File: src/rtl/key_buffer.sv
// key_buffer: PS/2 key FIFO with a memory-mapped read port and a
// level interrupt request. Each new key press (rising edge of key_pressed
// with a non-zero character) is queued; the CPU pops entries by reading
// KEY_ADDR and inspects occupancy/overflow by reading STAT_ADDR.
module key_buffer #(
    parameter int          DEPTH     = 16,
    parameter logic [63:0] KEY_ADDR  = 64'h0000_0000_0000_3400,
    parameter logic [63:0] STAT_ADDR = KEY_ADDR + 64'd8
) (
    input  logic                     CLOCK_50,
    input  logic                     KEY0,
    input  logic [7:0]               ascii,
    input  logic                     key_pressed,
    input  logic [63:0]              bus_address,
    input  logic                     bus_read_enable,
    output logic [63:0]              bus_read_data,
    output logic                     bus_read_done,
    output logic [3:0]               interrupt_vector,
    input  logic                     interrupt_ack,
    output logic [$clog2(DEPTH):0]   count,
    output logic                     overflow
);

    localparam int AW = $clog2(DEPTH);
    localparam int CW = AW + 1;
    // Number of count bits that fit into the 8-bit status count field.
    localparam int SW = (CW < 8) ? CW : 8;

    typedef enum logic [1:0] {
        IDLE = 2'd0,
        PEND = 2'd1,
        ACKW = 2'd2
    } irq_state_t;

    // Status word: overflow at bit 8, occupancy in the low byte.
    function automatic logic [63:0] status_word(input logic ovf, input logic [SW-1:0] cnt);
        logic [63:0] w;
        w         = 64'd0;
        w[8]      = ovf;
        w[SW-1:0] = cnt;
        return w;
    endfunction

    logic [7:0]    mem_r [DEPTH];
    logic [AW-1:0] wr_ptr_r;
    logic [AW-1:0] rd_ptr_r;
    logic [CW-1:0] count_r;
    logic [CW-1:0] count_next_s;
    logic          overflow_r;
    logic          overflow_next_s;
    logic          key_pressed_q_r;
    logic          strobe_q_r;
    logic [63:0]   read_data_r;
    logic [63:0]   read_data_next_s;
    logic          read_done_r;
    logic          read_done_next_s;
    irq_state_t    state_r;
    irq_state_t    state_next_s;
    logic [3:0]    vector_s;

    logic push_req_s;
    logic key_hit_s;
    logic stat_hit_s;
    logic strobe_s;
    logic start_s;
    logic key_start_s;
    logic stat_start_s;
    logic full_s;
    logic empty_s;
    logic pop_s;
    logic push_s;
    logic drop_s;

    // Event decode: key edge, bus transaction start, push/pop/drop qualifiers.
    always_comb begin
        push_req_s   = key_pressed & ~key_pressed_q_r & (ascii != 8'd0);
        key_hit_s    = (bus_address == KEY_ADDR);
        stat_hit_s   = (bus_address == STAT_ADDR);
        strobe_s     = bus_read_enable & (key_hit_s | stat_hit_s);
        start_s      = strobe_s & ~strobe_q_r;
        key_start_s  = start_s & key_hit_s;
        stat_start_s = start_s & stat_hit_s & ~key_hit_s;
        full_s       = (count_r == CW'(DEPTH));
        empty_s      = (count_r == CW'(0));
        pop_s        = key_start_s & ~empty_s;
        // A full FIFO may still accept a key when the same cycle frees a slot.
        push_s       = push_req_s & (~full_s | pop_s);
        drop_s       = push_req_s & full_s & ~pop_s;
    end

    // Next occupancy from the push/pop pair; a simultaneous push and pop cancel.
    always_comb begin
        count_next_s = count_r;
        case ({push_s, pop_s})
            2'b10:   count_next_s = count_r + CW'(1);
            2'b01:   count_next_s = count_r - CW'(1);
            default: count_next_s = count_r;
        endcase
    end

    // Sticky overflow: a drop wins over a status-read clear in the same cycle.
    always_comb begin
        overflow_next_s = overflow_r;
        if (drop_s) begin
            overflow_next_s = 1'b1;
        end else if (stat_start_s) begin
            overflow_next_s = 1'b0;
        end else begin
            overflow_next_s = overflow_r;
        end
    end

    // Read data is latched only at a transaction start and held otherwise.
    always_comb begin
        read_data_next_s = read_data_r;
        if (key_start_s) begin
            if (empty_s) begin
                read_data_next_s = 64'd0;
            end else begin
                read_data_next_s = {56'd0, mem_r[rd_ptr_r]};
            end
        end else if (stat_start_s) begin
            read_data_next_s = status_word(overflow_r, count_r[SW-1:0]);
        end else begin
            read_data_next_s = read_data_r;
        end
        // Done follows the strobe from the cycle after the start until release.
        read_done_next_s = start_s | (read_done_r & bus_read_enable);
    end

    // FIFO storage; contents are don't-care after reset, so no reset here.
    always_ff @(posedge CLOCK_50) begin
        if (push_s) begin
            mem_r[wr_ptr_r] <= ascii;
        end
    end

    // FIFO control, edge-detect registers and bus response registers.
    always_ff @(posedge CLOCK_50 or negedge KEY0) begin
        if (!KEY0) begin
            wr_ptr_r        <= '0;
            rd_ptr_r        <= '0;
            count_r         <= '0;
            overflow_r      <= 1'b0;
            key_pressed_q_r <= 1'b0;
            strobe_q_r      <= 1'b0;
            read_data_r     <= 64'd0;
            read_done_r     <= 1'b0;
        end else begin
            key_pressed_q_r <= key_pressed;
            strobe_q_r      <= strobe_s;
            count_r         <= count_next_s;
            overflow_r      <= overflow_next_s;
            read_data_r     <= read_data_next_s;
            read_done_r     <= read_done_next_s;
            if (push_s) begin
                wr_ptr_r <= wr_ptr_r + AW'(1);
            end
            if (pop_s) begin
                rd_ptr_r <= rd_ptr_r + AW'(1);
            end
        end
    end

    // Interrupt FSM state register.
    always_ff @(posedge CLOCK_50 or negedge KEY0) begin
        if (!KEY0) begin
            state_r <= IDLE;
        end else begin
            state_r <= state_next_s;
        end
    end

    // Interrupt FSM next state: only an ack withdraws a pending request.
    always_comb begin
        state_next_s = state_r;
        case (state_r)
            IDLE: begin
                if (!empty_s) begin
                    state_next_s = PEND;
                end else begin
                    state_next_s = IDLE;
                end
            end
            PEND: begin
                if (interrupt_ack) begin
                    state_next_s = ACKW;
                end else begin
                    state_next_s = PEND;
                end
            end
            ACKW: begin
                if (!interrupt_ack) begin
                    state_next_s = IDLE;
                end else begin
                    state_next_s = ACKW;
                end
            end
            default: state_next_s = IDLE;
        endcase
    end

    // Interrupt FSM output decode: request code only while pending.
    always_comb begin
        vector_s = 4'd0;
        case (state_r)
            PEND:    vector_s = 4'd1;
            default: vector_s = 4'd0;
        endcase
    end

    assign bus_read_data    = read_data_r;
    assign bus_read_done    = read_done_r;
    assign interrupt_vector = vector_s;
    assign count            = count_r;
    assign overflow         = overflow_r;

endmodule

File: config.mk
export PLATFORM = sky130hd
export DESIGN_NAME = key_buffer
export DESIGN_NICKNAME = d
export VERILOG_FILES = /design/src/rtl/key_buffer.sv
export SDC_FILE = /design/constraint.sdc
export NUM_CORES = 1
export LEC_CHECK = 0
export ABC_AREA = 1
export CORE_MARGIN = 5
export CORE_UTILIZATION = 35
export CTS_BUF_LIST = sky130_fd_sc_hd__clkbuf_8 sky130_fd_sc_hd__clkbuf_16
export DETAILED_ROUTE_END_ITERATION = 10
export MAX_ROUTING_LAYER = met4
export PLACE_DENSITY = 0.6
export SLEW_MARGIN = 10
export SYNTH_ARGS = -nofsm -noshare
export SYNTH_HDL_FRONTEND = slang
export SYNTH_SLANG_ARGS = --single-unit
export TNS_END_PERCENT = 100
File: constraint.sdc
create_clock -name CLOCK_50 -period 2.35 [get_ports CLOCK_50]
set_clock_uncertainty 0.2 [all_clocks]
set_input_delay 0.3525 -clock CLOCK_50 [delete_from_list [all_inputs] [get_ports CLOCK_50]]
set_output_delay 0.3525 -clock CLOCK_50 [all_outputs]
set_load 0.01 [all_outputs]
==> reports/metrics.yaml, run 1 <==
die_area_um2: 23680
grt_max_degree: 52
violations: "negative setup slack"
final_util: 0.4685
viasPerCell: 4.707
syn_inst: 663
drc: 0
final_cell_area_um2: 9510
antenna_found_initial: 0
drt-total-wl_mm: 18.61
timing.slew.headroom: 0.5842
cts_num_sinks: 156
ctsHtreeMaxLevel: 4
reg2reg_slack_ns: -0.02
endpoint_kind: "flip-flop"
syn_area_um2: 7246
ir_drop_mv: 0.5633
powerDensity_nw_per_um2: 761.4
synth-seq-cells: 156
die_h_um: 153.9
gr-total-overflow: 0
crit_path_start: "count[1]"
layout_setup_ws_ns: -0.01790
path_clk_slew_ns: 0.06
insertion_delay_ns: 0.43
max_stage_delay_ns: 0.40
finalSetupTns_ns: -0.01790
preCtsSetupSlack_ns: -0.6696
dieWidth_um: 153.9
endpoint: "count[4]"
cts_buffers: 17
fin_crit_sh: 1.008
worstPathCellList: "nor4_2, inv_1, nor2_4, nor2_4, nand2_4, inv_4, ha_4, a21o_1, a31oi_4, inv_2, nand4_1, nand3_1, nand2_1, inv_1"
critPathLaunchType: "flip-flop"
dominantRegCellSynth: "edfxtp_1"
worstSetupPathType: "reg2reg"
synth_area_per_cell_um2: 10.93
io_buffers: 93
coreArea_um2: 20300
cts_tree: "yes"
initial_core_util: 0.3569
yosys_warnings: 0
cts_buffer_depth: 2
slew_violations: 0
drt_pass1_iterations: 7
rr_endpoint: "count[4]"
worst_pin_slew_ns: 0.6217
required_ns: 2.48
crit_buf_inv: 4
place_area_um2: 8717
crit_family: "simple AND/OR/NAND/NOR gates"
grt_pass1_vias: 5002
cts_hold_buf: 0
wl_per_cell_um: 16.75
total_power_mw: 7.241
crit_slowest_cell: "dfrtp_1"
cp.arrival_ns: 2.50
clock-root-buffer: "clkbuf_16"
total_leakage_power_nw: 3.760
diodes: 0
ant_nets: 0
track_usage: 0.1599
status: "finished with violations"
r2r_cells: 14
period_minus_slack_ns: 2.368
rows: 52
hpwlAfterDp_mm: 13.03
grt_pass1_wl_mm: 28.26
hold_viol: 0
syn2layout_area_growth_pct: 31.26
nets: 914
ys_seq_area_frac: 0.6272
setup_viol: 1
gp_congestion: 0.8183
io_pins: 152
worst-path-max-fanout: 3
hp-class: "in2async"
dr.first_iter.drc_count: 339
synth_edf_count: 128
drive_gt1_frac: 0.2045
rr_startpoint: "count[1]"
async_flop_share: 0.1795
ys_types: 38
max_freq_mhz: 422.3
drv_cap: 0
rsz0062_at_grt: "yes"
worst-path-stages: 14
vias: 5229
[layout make-up]
| cell class | count | area, um2 |
|---|---|---|
| clock buffer | 17 | 425.4 |
| clock inverter | 15 | 137.6 |
| fill | 1877 | 10790 |
| inverter | 32 | 132.6 |
| multi-input combinational | 449 | 2392 |
| sequential | 156 | 4546 |
| tap | 270 | 337.8 |
| timing repair buffer | 172 | 1539 |
[registers in the layout, summed over array words and instances, names as in the netlist]
signal,flops
count,5
key_pressed_q_r,1
bus_read_data,9
state_r,2
mem_r,128
rd_ptr_r,4
wr_ptr_r,4
strobe_q_r,1
overflow,1
bus_read_done,1
[placed cells by master, fill, tap and decap left out, types with 9 or more instances in the layout]
cell / synthesis / layout
buf_4: 59 / 61
buf_6: 1 / 14
clkbuf_16: 0 / 17
clkbuf_2: 0 / 9
clkdlybuf4s15_1: 0 / 26
clkdlybuf4s50_1: 0 / 21
conb_1: 1 / 58
dfrtp_1: 28 / 27
dlygate4sd2_1: 0 / 36
edfxtp_1: 128 / 128
inv_1: 27 / 25
nand2_1: 83 / 81
nand3_1: 19 / 17
nor2_1: 122 / 105
nor2_2: 2 / 17
o21ai_0: 79 / 79
o221ai_1: 20 / 20
o22ai_1: 11 / 11
[synthesized netlist by cell type (2+ instances only)]
cell	number	area (um2)
o221ai_1	20	175.2
ha_1	8	100.1
edfxtp_1	128	3844
buf_2	5	25.02
nand4_1	2	12.51
o21ai_0	79	395.4
buf_1	2	7.510
o21ai_1	7	35.03
o211ai_1	4	30.03
nand2_4	9	101.4
dfrtp_1	28	700.7
xor2_1	7	61.31
buf_4	59	442.9
nand2_1	83	311.6
nand3_1	19	95.09
inv_2	2	7.510
nor2_1	122	457.9
nor2_4	4	45.04
nor4_1	4	25.02
o22ai_1	11	68.82
nor2_2	2	12.51
clkbuf_1	16	60.06
inv_1	27	101.4
[worst reg2reg max path: cells and delay by family (launching register included)]
family	cells	cell delay, ns
compound gates	2	0.36
flops	1	0.40
fa+ha+maj	1	0.21
buf+inv	4	0.29
simple gates	7	0.80
[what timing repair did]
item,4_1_cts,5_1_grt
buffers inserted,11,8
setup endpoints to repair,131,120
resized for setup,73,92
pin swaps,72,34
[metrics by stage]
stage,hold WS [ns],cells
after floorplan,-0.1431,720
after global placement,0.2601,1063
after detailed placement,0.2620,1063
after CTS,0.1223,1106
after global routing,0.1659,1111
final,0.1108,1111
[routing by layer]
metal | vias up | part of all wire | GRT usage
met5 | - | 0 | -
met4 | 0 | 0.012 | 0.04289
met3 | 20 | 0.078 | 0.04356
met2 | 202 | 0.51 | 0.2728
met1 | 2481 | 0.40 | 0.1872
li1 | 2526 | - | -
[how the worst min path moves through the flow]
stage	end	depth (start not counted)	slack, ns
floorplan	bus_read_data[0]	0	-0.14
global placement	bus_read_data[7]	2	0.26
detailed placement	bus_read_data[7]	2	0.26
CTS	count[0]	1	0.12
global route	count[2]	1	0.17
finish	count[0]	1	0.11
[logic make-up after synthesis]
group / Yosys count / share of synthesized area
adder cells (fa/ha/maj): 9 / 0.01658
other: 1 / 0.0005175
AND/OR/NAND/NOR: 248 / 0.1513
buffers and inverters: 115 / 0.09290
XOR/XNOR: 8 / 0.009671
flip-flops: 156 / 0.6272
AO/OA/AOI/OAI: 126 / 0.1019
[power breakdown]
part | internal, mW | switching [mW]
Combinational | 0.572 | 0.739
Sequential | 3.20 | 0.117
Clock | 1.47 | 1.15
(Power assumes the default switching activity.)
==> run 2, diff against run 1 <==
- CELL_PAD_IN_SITES_DETAIL_PLACEMENT: unset -> 0
- CELL_PAD_IN_SITES_GLOBAL_PLACEMENT: unset -> 1
- PLACE_DENSITY: 0.6 -> 0.73
==> run 2 against run 1 <==
The run now ends clean. Combinational power shrank 8%. Non-clock buffer count shrank 12. Critical path depth grew 4. Final cell count shrank 1.1%. Critical endpoint unchanged. Largest cell class unchanged.
==> reports/metrics.yaml, run 2 (same netlist as run 1, synthesis figures left out) <==
cts_tree: "yes"
die_h_um: 153.9
insertion_delay_ns: 0.41
seqPwrFrac: 0.462
p_int_mw: 5.380
status: "completed"
ctsHtreeMaxLevel: 4
rr_endpoint: "count[4]"
crit_slowest_cell: "dlygate4sd2_1"
total_leakage_power_nw: 3.719
gr-total-overflow: 0
max_stage_delay_ns: 0.24
coreArea_um2: 20300
fin_cells: 1099
regMostFlops: "mem_r"
endpoint_kind: "flip-flop"
dr.first_iter.drc_count: 467
largest_reg_flops: 128
grt_pass1_wl_mm: 27.37
worstSetupPathType: "in2reg"
final_util: 0.4582
io_pins: 152
hpwlAfterDp_mm: 12.30
dieWidth_um: 153.9
worstPathCellList: "dlygate4sd2_1, nor2_2, nand2_1, nor2_1, nand2_1, nor2_4, nand4_4, nor2_4, nand2_4, inv_4, ha_4, a21o_1, a31oi_4, inv_2, nand4_1, nand3_1, nand2_1, inv_1"
reg2reg_slack_ns: 0.1
track_usage: 0.1525
drc: 0
antenna_found_initial: 0
grt_pass1_vias: 4865
initial_core_util: 0.3569
powerDensity_nw_per_um2: 770.6
required_ns: 2.46
rsz0062_at_grt: "yes"
crit_path_frequent_cell: "nand2_1"
clkPwrFrac: 0.370
cts_buffers: 17
drt_pass1_iterations: 4
viasPerCell: 4.621
cts_hold_buf: 0
fin_crit_sh: 0.9583
rr_startpoint: "count[2]"
cts_num_sinks: 156
most-common-layout-cells: "edfxtp_1, nor2_1, nand2_1, o21ai_0, buf_4"
hold_viol: 0
p_switching_mw: 1.788
dp.cells: 1059
gp_congestion: 0.8575
io_buffers: 93
r2r_cells: 14
ir_drop_mv: 0.5768
max_freq_mhz: 444.0
slew_violations: 0
period_minus_slack_ns: 2.252
p_comb_frac: 0.168
drv_cap: 0
nets: 902
die_area_um2: 23680
cp.arrival_ns: 2.36
layout_commonest_cell: "edfxtp_1"
critPathLaunchType: "input port"
crit_family: "simple AND/OR/NAND/NOR gates"
clock-root-buffer: "clkbuf_16"
hp-class: "in2async"
ant_nets: 0
diodes: 0
netSwitchingFraction: 0.2494
crit_buf_inv: 4
path_clk_slew_ns: 0.06
setup_viol: 0
drt-total-wl_mm: 17.60
cts_buffer_depth: 2
vias: 5079
rows: 52
drive_gt1_frac: 0.1556
wl_per_cell_um: 16.01
grt_max_degree: 68
syn2layout_area_growth_pct: 28.37
worst-path-max-fanout: 3
-- run 2: cell count changes in the layout (fill, tap and decap cells not counted), moves of 3 or more --
cell	delta
buf_6	-14
clkbuf_2	-9
clkdlybuf4s15_1	-13
clkinv_2	+3
dlygate4sd2_1	+22
inv_6	-7
nor2_1	+14
nor2_2	-12
-- run 2: worst reg2reg max path, delay by kind of cell, from the launching register on --
kind	cells	cell delay, ns
adder cells (fa/ha/maj)	1	0.20
AO/OA/AOI/OAI	2	0.36
buffers and inverters	4	0.25
flip-flops	1	0.39
AND/OR/NAND/NOR	7	0.76
-- run 2: power by group through the flow --
| stage | combinational (mW) | sequential (mW) | clock (mW) |
|---|---|---|---|
| finish | 1.21 | 3.31 | 2.65 |
| global route | 1.33 | 3.33 | 2.84 |
| CTS | 1.17 | 3.30 | 2.72 |
| detailed placement | 1.21 | 3.36 | 0 |
| global placement | 1.18 | 3.36 | 0 |
| floorplan | 0.635 | 3.38 | 0 |
-- run 2: worst max path at each step --
stage | start | endpoint | slack (ns) | depth (start not counted)
floorplan | bus_address[10] | count[4] | -0.09 | 18
global placement | bus_address[33] | count[4] | -0.60 | 18
detailed placement | bus_address[33] | count[4] | -0.62 | 18
CTS | ascii[1] | count[4] | 0.02 | 16
global route | bus_address[54] | count[4] | -0.02 | 18
finish | bus_address[33] | count[4] | 0.1 | 18
-- run 2: layout make-up --
class	instances	area, um2
sequential	156	4546
multi-input combinational	449	2295
fill	1902	11000
clock inverter	15	157.7
timing repair buffer	160	1411
clock buffer	17	425.4
inverter	32	128.9
tap	270	337.8
-- run 2: layer usage --
layer,vias to the layer above,GRT usage,wire [um]
met1,2395,0.1921,7320
met2,178,0.2475,8724
li1,2498,-,-
met5,-,-,0
met4,0,0.04331,116
met3,8,0.03598,1439
-- run 2: per-stage QoR --
| step | area (um2) | TNS (ns) | hold slack (ns) | total power, mW | setup slack, ns |
|---|---|---|---|---|---|
| 6_report | 9301 | 0 | 0.1250 | 7.168 | 0.09789 |
| 3_3_place_gp | 8700 | -69.93 | 0.2607 | 4.535 | -0.5996 |
| 3_5_place_dp | 8700 | -71.06 | 0.2648 | 4.565 | -0.6246 |
| 4_1_cts | 9230 | 0 | 0.1257 | 7.194 | 0.01613 |
| 5_1_grt | 9301 | -0.02141 | 0.1516 | 7.503 | -0.02030 |
| 2_1_floorplan | 7483 | -0.08581 | -0.1431 | 4.017 | -0.08581 |
-- run 2: repair_timing --
item	CTS	global route
gates resized for setup	74	20
pin swaps	71	34
hold endpoints to repair	0	0
buffers inserted	4	4
setup endpoints to repair	131	85
